==> src/rtl/fetch_decode_queue_if.sv <==
// Fetch/decode handshake bundle for fetch_decode_queue: fetch-side push, decode-side head and occupancy.
interface fetch_decode_queue_if #(
    parameter int unsigned PTR_W = 2
);
    logic             inValid;
    logic             inReady;
    logic [31:0]      inPC;
    logic [31:0]      inInstr;
    logic             outValid;
    logic             outReady;
    logic [31:0]      outPC;
    logic [31:0]      outPCPlus4;
    logic [31:0]      outInstr;
    logic [PTR_W:0]   count;

    modport master (
        output inValid, inPC, inInstr, outReady,
        input  inReady, outValid, outPC, outPCPlus4, outInstr, count
    );

    modport slave (
        input  inValid, inPC, inInstr, outReady,
        output inReady, outValid, outPC, outPCPlus4, outInstr, count
    );
endinterface

==> src/rtl/fetch_decode_queue.sv <==
// Circular instruction FIFO between fetch and decode with branch flush.
// Optional FDQ_STALL_COUNT_EN adds a saturating decode-stall counter on stallCount.
module fetch_decode_queue #(
    parameter int unsigned DEPTH = 4,
    parameter int unsigned PTR_W = 2
) (
    input  logic                clk,
    input  logic                reset,
    input  logic                flush,
    fetch_decode_queue_if.slave bus
`ifdef FDQ_STALL_COUNT_EN
    ,
    output logic [31:0]         stallCount
`endif
);
    localparam int unsigned CNT_W = PTR_W + 1;

    logic [31:0]      pcMem    [DEPTH];
    logic [31:0]      instrMem [DEPTH];
    logic [PTR_W-1:0] wptr;
    logic [PTR_W-1:0] rptr;
    logic [CNT_W-1:0] cnt;
    logic             notEmpty;
    logic             notFull;
    logic             push;
    logic             pop;

    assign notEmpty = (cnt != '0);
    assign notFull  = (cnt != CNT_W'(DEPTH));
    assign push     = bus.inValid & notFull;
    assign pop      = notEmpty & bus.outReady;

    // Pointers and occupancy; count disambiguates wptr == rptr
    always_ff @(posedge clk) begin
        if (!reset) begin
            wptr <= '0;
            rptr <= '0;
            cnt  <= '0;
        end else if (flush) begin
            wptr <= '0;
            rptr <= '0;
            cnt  <= '0;
        end else begin
            if (push) wptr <= wptr + PTR_W'(1);
            if (pop)  rptr <= rptr + PTR_W'(1);
            case ({push, pop})
                2'b10:   cnt <= cnt + CNT_W'(1);
                2'b01:   cnt <= cnt - CNT_W'(1);
                default: cnt <= cnt;
            endcase
        end
    end

    // Storage is never reset; contents are only observed through the count
    always_ff @(posedge clk) begin
        if (reset && !flush && push) begin
            pcMem[wptr]    <= bus.inPC;
            instrMem[wptr] <= bus.inInstr;
        end
    end

    // Empty queue presents all-zero head (MIPS nop)
    always_comb begin
        bus.inReady    = notFull;
        bus.outValid   = notEmpty;
        bus.count      = cnt;
        bus.outPC      = '0;
        bus.outPCPlus4 = '0;
        bus.outInstr   = '0;
        if (notEmpty) begin
            bus.outPC      = pcMem[rptr];
            bus.outPCPlus4 = pcMem[rptr] + 32'd4;
            bus.outInstr   = instrMem[rptr];
        end
    end

`ifdef FDQ_STALL_COUNT_EN
    // Cycles with a head waiting on decode; survives flush, saturates
    always_ff @(posedge clk) begin
        if (!reset) begin
            stallCount <= '0;
        end else if (notEmpty && !bus.outReady && (stallCount != 32'hFFFF_FFFF)) begin
            stallCount <= stallCount + 32'd1;
        end
    end
`endif
endmodule
==> src/flat_wrapper.sv <==
// flat-port wrapper written by rule: the top's interface ports become plain ports
module fetch_decode_queue_flat 
#(
    parameter int unsigned DEPTH = 4,
    parameter int unsigned PTR_W = 2
)
  (clk, reset, flush, bus_inValid, bus_inPC, bus_inInstr, bus_outReady, bus_inReady, bus_outValid, bus_outPC, bus_outPCPlus4, bus_outInstr, bus_count);
  fetch_decode_queue_if #(.PTR_W(PTR_W)) bus_i ();
  input  logic clk;
  input  logic reset;
  input  logic flush;
  input wire logic [$bits(bus_i.inValid)-1:0] bus_inValid;
  input wire logic [$bits(bus_i.inPC)-1:0] bus_inPC;
  input wire logic [$bits(bus_i.inInstr)-1:0] bus_inInstr;
  input wire logic [$bits(bus_i.outReady)-1:0] bus_outReady;
  output wire logic [$bits(bus_i.inReady)-1:0] bus_inReady;
  output wire logic [$bits(bus_i.outValid)-1:0] bus_outValid;
  output wire logic [$bits(bus_i.outPC)-1:0] bus_outPC;
  output wire logic [$bits(bus_i.outPCPlus4)-1:0] bus_outPCPlus4;
  output wire logic [$bits(bus_i.outInstr)-1:0] bus_outInstr;
  output wire logic [$bits(bus_i.count)-1:0] bus_count;
  assign bus_i.inValid = bus_inValid;
  assign bus_i.inPC = bus_inPC;
  assign bus_i.inInstr = bus_inInstr;
  assign bus_i.outReady = bus_outReady;
  assign bus_inReady = bus_i.inReady;
  assign bus_outValid = bus_i.outValid;
  assign bus_outPC = bus_i.outPC;
  assign bus_outPCPlus4 = bus_i.outPCPlus4;
  assign bus_outInstr = bus_i.outInstr;
  assign bus_count = bus_i.count;
  fetch_decode_queue #(.DEPTH(DEPTH), .PTR_W(PTR_W)) u_core (.clk(clk), .reset(reset), .flush(flush), .bus(bus_i));
endmodule
==> config.mk <==
export PLATFORM = sky130hd
export DESIGN_NAME = fetch_decode_queue_flat
export DESIGN_NICKNAME = d
export VERILOG_FILES = /design/src/rtl/fetch_decode_queue_if.sv /design/src/rtl/fetch_decode_queue.sv /design/src/flat_wrapper.sv
export SDC_FILE = /design/constraint.sdc
export NUM_CORES = 1
export LEC_CHECK = 0
export ABC_AREA = 1
export ABC_CLOCK_PERIOD_IN_PS = 8000
export BUFFER_PORTS_ARGS = -buffer_cell sky130_fd_sc_hd__buf_2
export CORE_ASPECT_RATIO = 0.8
export CORE_MARGIN = 3
export CORE_UTILIZATION = 25
export DETAILED_ROUTE_END_ITERATION = 8
export PLACE_DENSITY = 0.49
export SYNTH_ARGS = -nofsm -noshare
export SYNTH_HDL_FRONTEND = slang
export SYNTH_SLANG_ARGS = --single-unit
==> constraint.sdc <==
create_clock -name clk -period 8 [get_ports clk]
set_clock_uncertainty 0.05 [all_clocks]
set_input_delay 2 -clock clk [delete_from_list [all_inputs] [get_ports clk]]
set_output_delay 2 -clock clk [all_outputs]
set_load 0.02 [all_outputs]
# After elaboration in Yosys (flattened, before gate mapping)
# Memories as Yosys holds them, arrays and structs flattened. A register that Yosys moved wholly into a read port is not among the register bits.
# Index checks and enable logic that the tools add are counted.
[classes] addsub=5 n_bitwise=3 n_eq_ne=3 n_mux=10 reduce_logical=6
[ops] op="2-to-1 mux 32 bit" count=3
[ops] op="adder 32 x 3 -> 32 bit (second input constant)" count=1
[ops] op="2-to-1 mux 2 bit" count=4
[ops] op="one-hot mux 3 bit (2 select lines)" count=1
[ops] op="adder 2 x 1 -> 2 bit (second input constant)" count=2
[ops] op="adder 3 x 1 -> 3 bit (second input constant)" count=1
[ops] op="!= test 3 bit (second input constant)" count=1
[ops] op="nonzero test 3 bit" count=1
[ops] op="subtractor 3 x 1 -> 3 bit (second input constant)" count=1
[ops] op="bitwise AND 1 bit" count=2
[ops] op="equality test 2 x 1 -> 1 bit (second input constant)" count=1
[ops] op="equality test 2 bit (second input constant)" count=1
[ops] op="logical AND 1 bit" count=2
[ops] op="2-to-1 mux 1 bit" count=2
[ops] op="nonzero test 2 bit" count=1
[ops] op="OR reduction 2 bit" count=1
[ops] op="zero test 1 bit" count=1
[ops] op="NOT 1 bit" count=1
[totals] ramBits=256 inputBits=69 memories=2 ff_bits=7 out_inout_bits=101
[memory_table] name="u_core.instrMem" depth=4 width=32 rd=1 rd_ports_with_merged_regs=1 wr=1 line="fetch_decode_queue.sv:19" source="logic [31:0] instrMem [DEPTH];"
[memory_table] name="u_core.pcMem" depth=4 width=32 rd=1 rd_ports_with_merged_regs=1 wr=1 line="fetch_decode_queue.sv:18" source="logic [31:0] pcMem [DEPTH];"

# Logic depth before layout (Yosys ltp)
[depth] depth_word=5 depth_mapped=16

# Least setup slack after synthesis
# No wires, ideal clock.
[synth_timing] path_type="in2reg" from="in reset" to="mem u_core.instrMem[0][0] (enable)" n_path_buf=0 arrival_time_ns=5.127 slack_ns=2.337 setup_ns=0.487 stages=4 path_cell_list="inv_1 > nor2_1 > nand3_1 > nor2_1"
[synth_between] elab_chain_len=4
[synth_lines] item="start: declaration" line="flat_wrapper.sv:10" source="input logic reset;"
[synth_lines] item="logical AND 1 bit (2 in a row)" line="fetch_decode_queue.sv:56" source="if (reset && !flush && push) begin"
[synth_lines] item="2-to-1 mux 1 bit" line="fetch_decode_queue.sv:56"
[synth_lines] item="2-to-1 mux 1 bit (not written as such)" line="fetch_decode_queue.sv:58" source="instrMem[wptr] <= bus.inInstr;"
[synth_lines] item="end: declaration" line="fetch_decode_queue.sv:19"
# Every way passes these cells.

==> tab_implementation.tex <==
\begin{tabular}{lr}
\hline
Metric & Value \\
\hline
\multicolumn{2}{l}{\textbf{Min path}} \\
\quad Type of the worst min-delay path & flop to flop \\
\multicolumn{2}{l}{\textbf{STA}} \\
\quad Slew margin rel. & around 31\% \\
\quad Slew @ Worst Pin & between 1000 and 1500 ps \\
\quad Fmax & approximately 0.16 GHz \\
\quad Setup slack of the critical path after layout & 1810 ps \\
\quad Final number of setup-violating endpoints & 0 \\
\quad Min cycle time layout & approximately 6200 ps \\
\quad Fraction of the cycle the final worst path needs & 77.4\% \\
\quad Setup repair after global routing missed its margin & false \\
\quad Hold violation count in the final report & 0 \\
\quad Post-route setup TNS & 0 ps \\
\quad Final-report max-slew violation count & 0 \\
\multicolumn{2}{l}{\textbf{Final layout}} \\
\quad Number of fillers in the final layout & 4938 \\
\quad Nets & approximately 1.5k \\
\quad Relative area change from synthesis to final layout & 20.0\% \\
\quad Proportion of layout cells with a drive suffix above 1 & 18.7\% \\
\quad Utilization after layout & a little under a third \\
\multicolumn{2}{l}{\textbf{Placed design}} \\
\quad Placed wire-length estimate & between 20 and 25 mm \\
\quad IO Port Bufs & approximately 170 \\
\quad Minimum setup slack after placement & $\sim$2400 ps \\
\quad Final weighted congestion in routability-driven placement & just over 0.8 \\
\multicolumn{2}{l}{\textbf{Yosys}} \\
\quad Proportion of synthesized chip area in sequential cells & about 65\% \\
\quad Cell type with the highest aggregate area in the netlist & sky130\_fd\_sc\_hd\_\_edfxtp\_1 \\
\quad Gate count after technology mapping & 1231 \\
\quad Number of enable-type register cells in the synthesized netlist & approximately 260 \\
\quad Cell types with the largest area share after synthesis & sky130\_fd\_sc\_hd\_\_edfxtp\_1, sky130\_fd\_sc\_hd\_\_nand2\_1, sky130\_fd\_sc\_hd\_\_nor2\_1, sky130\_fd\_sc\_hd\_\_o21ai\_0, sky130\_fd\_sc\_hd\_\_nand3\_1 \\
\quad Avg Cell Area, Syn & approximately 10 um\^{}2 \\
\quad Fraction of synthesis flops using an asynchronous set or reset pin & 0\% \\
\quad Total number of yosys warnings & 0 \\
\quad Primary flip-flop cell chosen by synthesis mapping & sky130\_fd\_sc\_hd\_\_edfxtp\_1 \\
\quad Fraction of post-synthesis cell area in the top cell type by area & 63.5\% \\
\quad Most common library cells after synthesis & sky130\_fd\_sc\_hd\_\_nand2\_1, sky130\_fd\_sc\_hd\_\_edfxtp\_1, sky130\_fd\_sc\_hd\_\_nor2\_1, sky130\_fd\_sc\_hd\_\_o21ai\_0, sky130\_fd\_sc\_hd\_\_nand3\_1 \\
\quad Syn\_nets & 1307 \\
\quad Library cells used by synthesis & 30 \\
\quad Netlist area before placement & $\sim$0.012 mm\^{}2 \\
\quad Cell with the most instances after synthesis & sky130\_fd\_sc\_hd\_\_nand2\_1 \\
\quad Yosys reg bits & between 200 and 300 \\
\multicolumn{2}{l}{\textbf{Setup path}} \\
\quad Data required time of the worst path & 5950 ps \\
\quad Peak fanout along the critical path & 76 \\
\quad Nature of the critical path startpoint & flop \\
\quad Crit path kind & flop to primary output \\
\quad Sort of element at the end of the critical path & primary output \\
\quad Worst endpoint data arrival time & a little over 4000 ps \\
\multicolumn{2}{l}{\textbf{Clock tree}} \\
\quad Reg clk slew, reported paths & $\sim$60 ps \\
\quad Postcts setup bufs & 0 \\
\quad CTS tree & yes \\
\quad CTS H-tree lvls & 1 \\
\quad Buffer levels on the longest clock path & 3 \\
\quad Cts hold-fix bufs & 0 \\
\quad CTS root buffer & sky130\_fd\_sc\_hd\_\_clkbuf\_16 \\
\quad Cts repair resizes & 0 \\
\quad Sink count of the clock tree & roughly 270 \\
\quad Clk Latency, worst-skew pair & 560 ps \\
\quad Num CTS Buffers & 31 \\
\multicolumn{2}{l}{\textbf{Drt}} \\
\quad DRT iter0 DRCs & between 600 and 700 \\
\quad Mean routed wirelength per cell & between 15 and 20 um \\
\quad Number of vias per cell after detailed routing & $\sim$4.4 \\
\quad Vias after detailed routing & between 9k and 10k \\
\quad Post-detailed-route DRC marker count & 0 \\
\quad Total wire length & between 30 and 40 mm \\
\quad First-pass detailed-route iteration total & 5 \\
\quad Final ANT Viol Nets & 0 \\
\multicolumn{2}{l}{\textbf{Power}} \\
\quad Total chip power & between 3 and 4 mW \\
\quad Clk pwr share & 43.2\% \\
\quad Leak pwr & $\sim$5.7 nW \\
\quad Cell-internal power & 2.45 mW \\
\quad Psw & 0.781 mW \\
\quad Sequential share of power & about 48\% \\
\quad Relative contribution of combinational cells to total power & about 9.0\% \\
\quad Power per unit of standard cell area & 223 mW/mm\^{}2 \\
\quad Highest ir drop seen on vdd & approximately 130 uV \\
\quad Switching Share & around a quarter \\
\multicolumn{2}{l}{\textbf{GRT}} \\
\quad Overall routing resource usage & between 10 and 15\% \\
\quad Vias in the first global route & 8913 \\
\quad Number of antenna violations at the first check in global routing & 9 \\
\quad Grt total ovfl & 0 \\
\quad First-pass GRT wire length & 54.6 mm \\
\quad Largest net degree at the start of global routing & around 140 \\
\multicolumn{2}{l}{\textbf{Outcome}} \\
\quad Result of the run & complete, no violations \\
\multicolumn{2}{l}{\textbf{Die}} \\
\quad Initial Util & around 26\% \\
\quad Die H & roughly 200 um \\
\quad IO Pins & 170 \\
\quad Floorplan row count & between 70 and 80 \\
\quad Floorplan die area & just over 0.05 mm\^{}2 \\
\quad Die extent in x & $\sim$250 um \\
\quad Core Box Area & between 0.04 and 0.05 mm\^{}2 \\
\multicolumn{2}{l}{\textbf{Flow run}} \\
\quad Maximum capacitance violations & 0 \\
\hline
\end{tabular}
final timing paths:
path | cells after the start | end | from | slack [ps]
setup / recovery | 13 | bus_outPCPlus4[20] | flop | 1810
hold / removal | 2 | flop | u_core.rptr[1] | 410
hold reg to reg | 2 | flop | u_core.rptr[1] | 410
setup reg to reg | 12 | u_core.bus.count[2] | u_core.bus.count[0] | 4570
cell families (layout without fill, tap and decap cells):
logic type	Yosys count	after routing	synth area share (%)
other	0	2	0
buffers and inverters	102	280	4.26
AO/OA/AOI/OAI	154	154	6.45
adder cells (fa/ha/maj)	7	7	0.786
XOR/XNOR	1	1	0.0724
AND/OR/NAND/NOR	702	702	23.4
flip-flops	265	265	65.0
cell usage in the layout (no fill, tap or decap):
master and count:
sky130_fd_sc_hd__fa_1 1, sky130_fd_sc_hd__dfxtp_4 2, sky130_fd_sc_hd__buf_2 169, sky130_fd_sc_hd__nor3_4 1, sky130_fd_sc_hd__o21ai_0 90, sky130_fd_sc_hd__buf_4 11, sky130_fd_sc_hd__bufinv_16 4, sky130_fd_sc_hd__nand3b_1 1
sky130_fd_sc_hd__xor2_1 1, sky130_fd_sc_hd__clkinv_2 8, sky130_fd_sc_hd__nand2_2 12, sky130_fd_sc_hd__clkinv_1 8, sky130_fd_sc_hd__nand2_1 354, sky130_fd_sc_hd__nand3_1 71, sky130_fd_sc_hd__edfxtp_1 256, sky130_fd_sc_hd__clkbuf_1 3
sky130_fd_sc_hd__a32o_1 1, sky130_fd_sc_hd__clkinv_4 4, sky130_fd_sc_hd__nor2_2 9, sky130_fd_sc_hd__ha_1 6, sky130_fd_sc_hd__clkbuf_16 31, sky130_fd_sc_hd__nor3_1 6, sky130_fd_sc_hd__and2_1 1, sky130_fd_sc_hd__nor2_4 9
sky130_fd_sc_hd__inv_1 39, sky130_fd_sc_hd__a21oi_1 61, sky130_fd_sc_hd__inv_2 1, sky130_fd_sc_hd__diode_2 2, sky130_fd_sc_hd__inv_8 1, sky130_fd_sc_hd__dfxtp_1 7, sky130_fd_sc_hd__nand4_1 1, sky130_fd_sc_hd__o211ai_1 2
sky130_fd_sc_hd__inv_6 1, sky130_fd_sc_hd__nor2_1 237
power groups by stage:
stage	combinational, mW	clock [mW]	sequential, mW
2_1_floorplan	0.175	0	1.57
5_1_grt	0.321	1.51	1.55
6_report	0.290	1.40	1.55
3_3_place_gp	0.292	0	1.58
3_5_place_dp	0.294	0	1.58
4_1_cts	0.295	1.44	1.55
routing by layer:
layer | global-route usage (%) | share of wire, % | vias up
met5 | 0 | 0.15 | -
met4 | 2.96 | 1.8 | 8
met3 | 3.66 | 6.4 | 50
met2 | 22.2 | 45 | 216
met1 | 18.9 | 46 | 4293
li1 | - | - | 4452
layout make-up:
class | count | area [um^2] | area share [%]
multi-input cells | 864 | 3760 | 25.9
diodes | 2 | 5.00 | 0.0345
clock buffers | 34 | 787 | 5.42
well taps | 620 | 776 | 5.34
flip-flops and latches | 265 | 7880 | 54.2
repair buffers | 180 | 928 | 6.39
inverters | 43 | 170 | 1.17
clock inverters | 23 | 225 | 1.55
per-stage QoR:
step                instances  hold slack [ps]  area (um^2)
floorplan                1231              386        12100
CTS                      2029              416        14500
finish                   2031              412        14500
detailed placement       1972              404        13500
global placement         1972              396        13500
global route             2029              456        14500
registers in the layout (all words and copies together), names as in the netlist, named ones only:
name,flops
u_core.instrMem,128
u_core.wptr,2
u_core.bus.count,3
u_core.rptr,2
u_core.pcMem,128
worst max-delay path, stage by stage (launching register included):
cell	delay, ps
sky130_fd_sc_hd__dfxtp_4	940
sky130_fd_sc_hd__buf_4	660
sky130_fd_sc_hd__nand2_1	160
sky130_fd_sc_hd__nand2_1	120
sky130_fd_sc_hd__nand2_1	50
sky130_fd_sc_hd__nand2_1	130
sky130_fd_sc_hd__ha_1	190
sky130_fd_sc_hd__nand2_1	80
sky130_fd_sc_hd__nor2_1	170
sky130_fd_sc_hd__nand2_1	140
sky130_fd_sc_hd__nor2_1	290
sky130_fd_sc_hd__a21oi_1	110
sky130_fd_sc_hd__nor2_1	230
sky130_fd_sc_hd__buf_2	220
(Power assumes the default switching activity.)
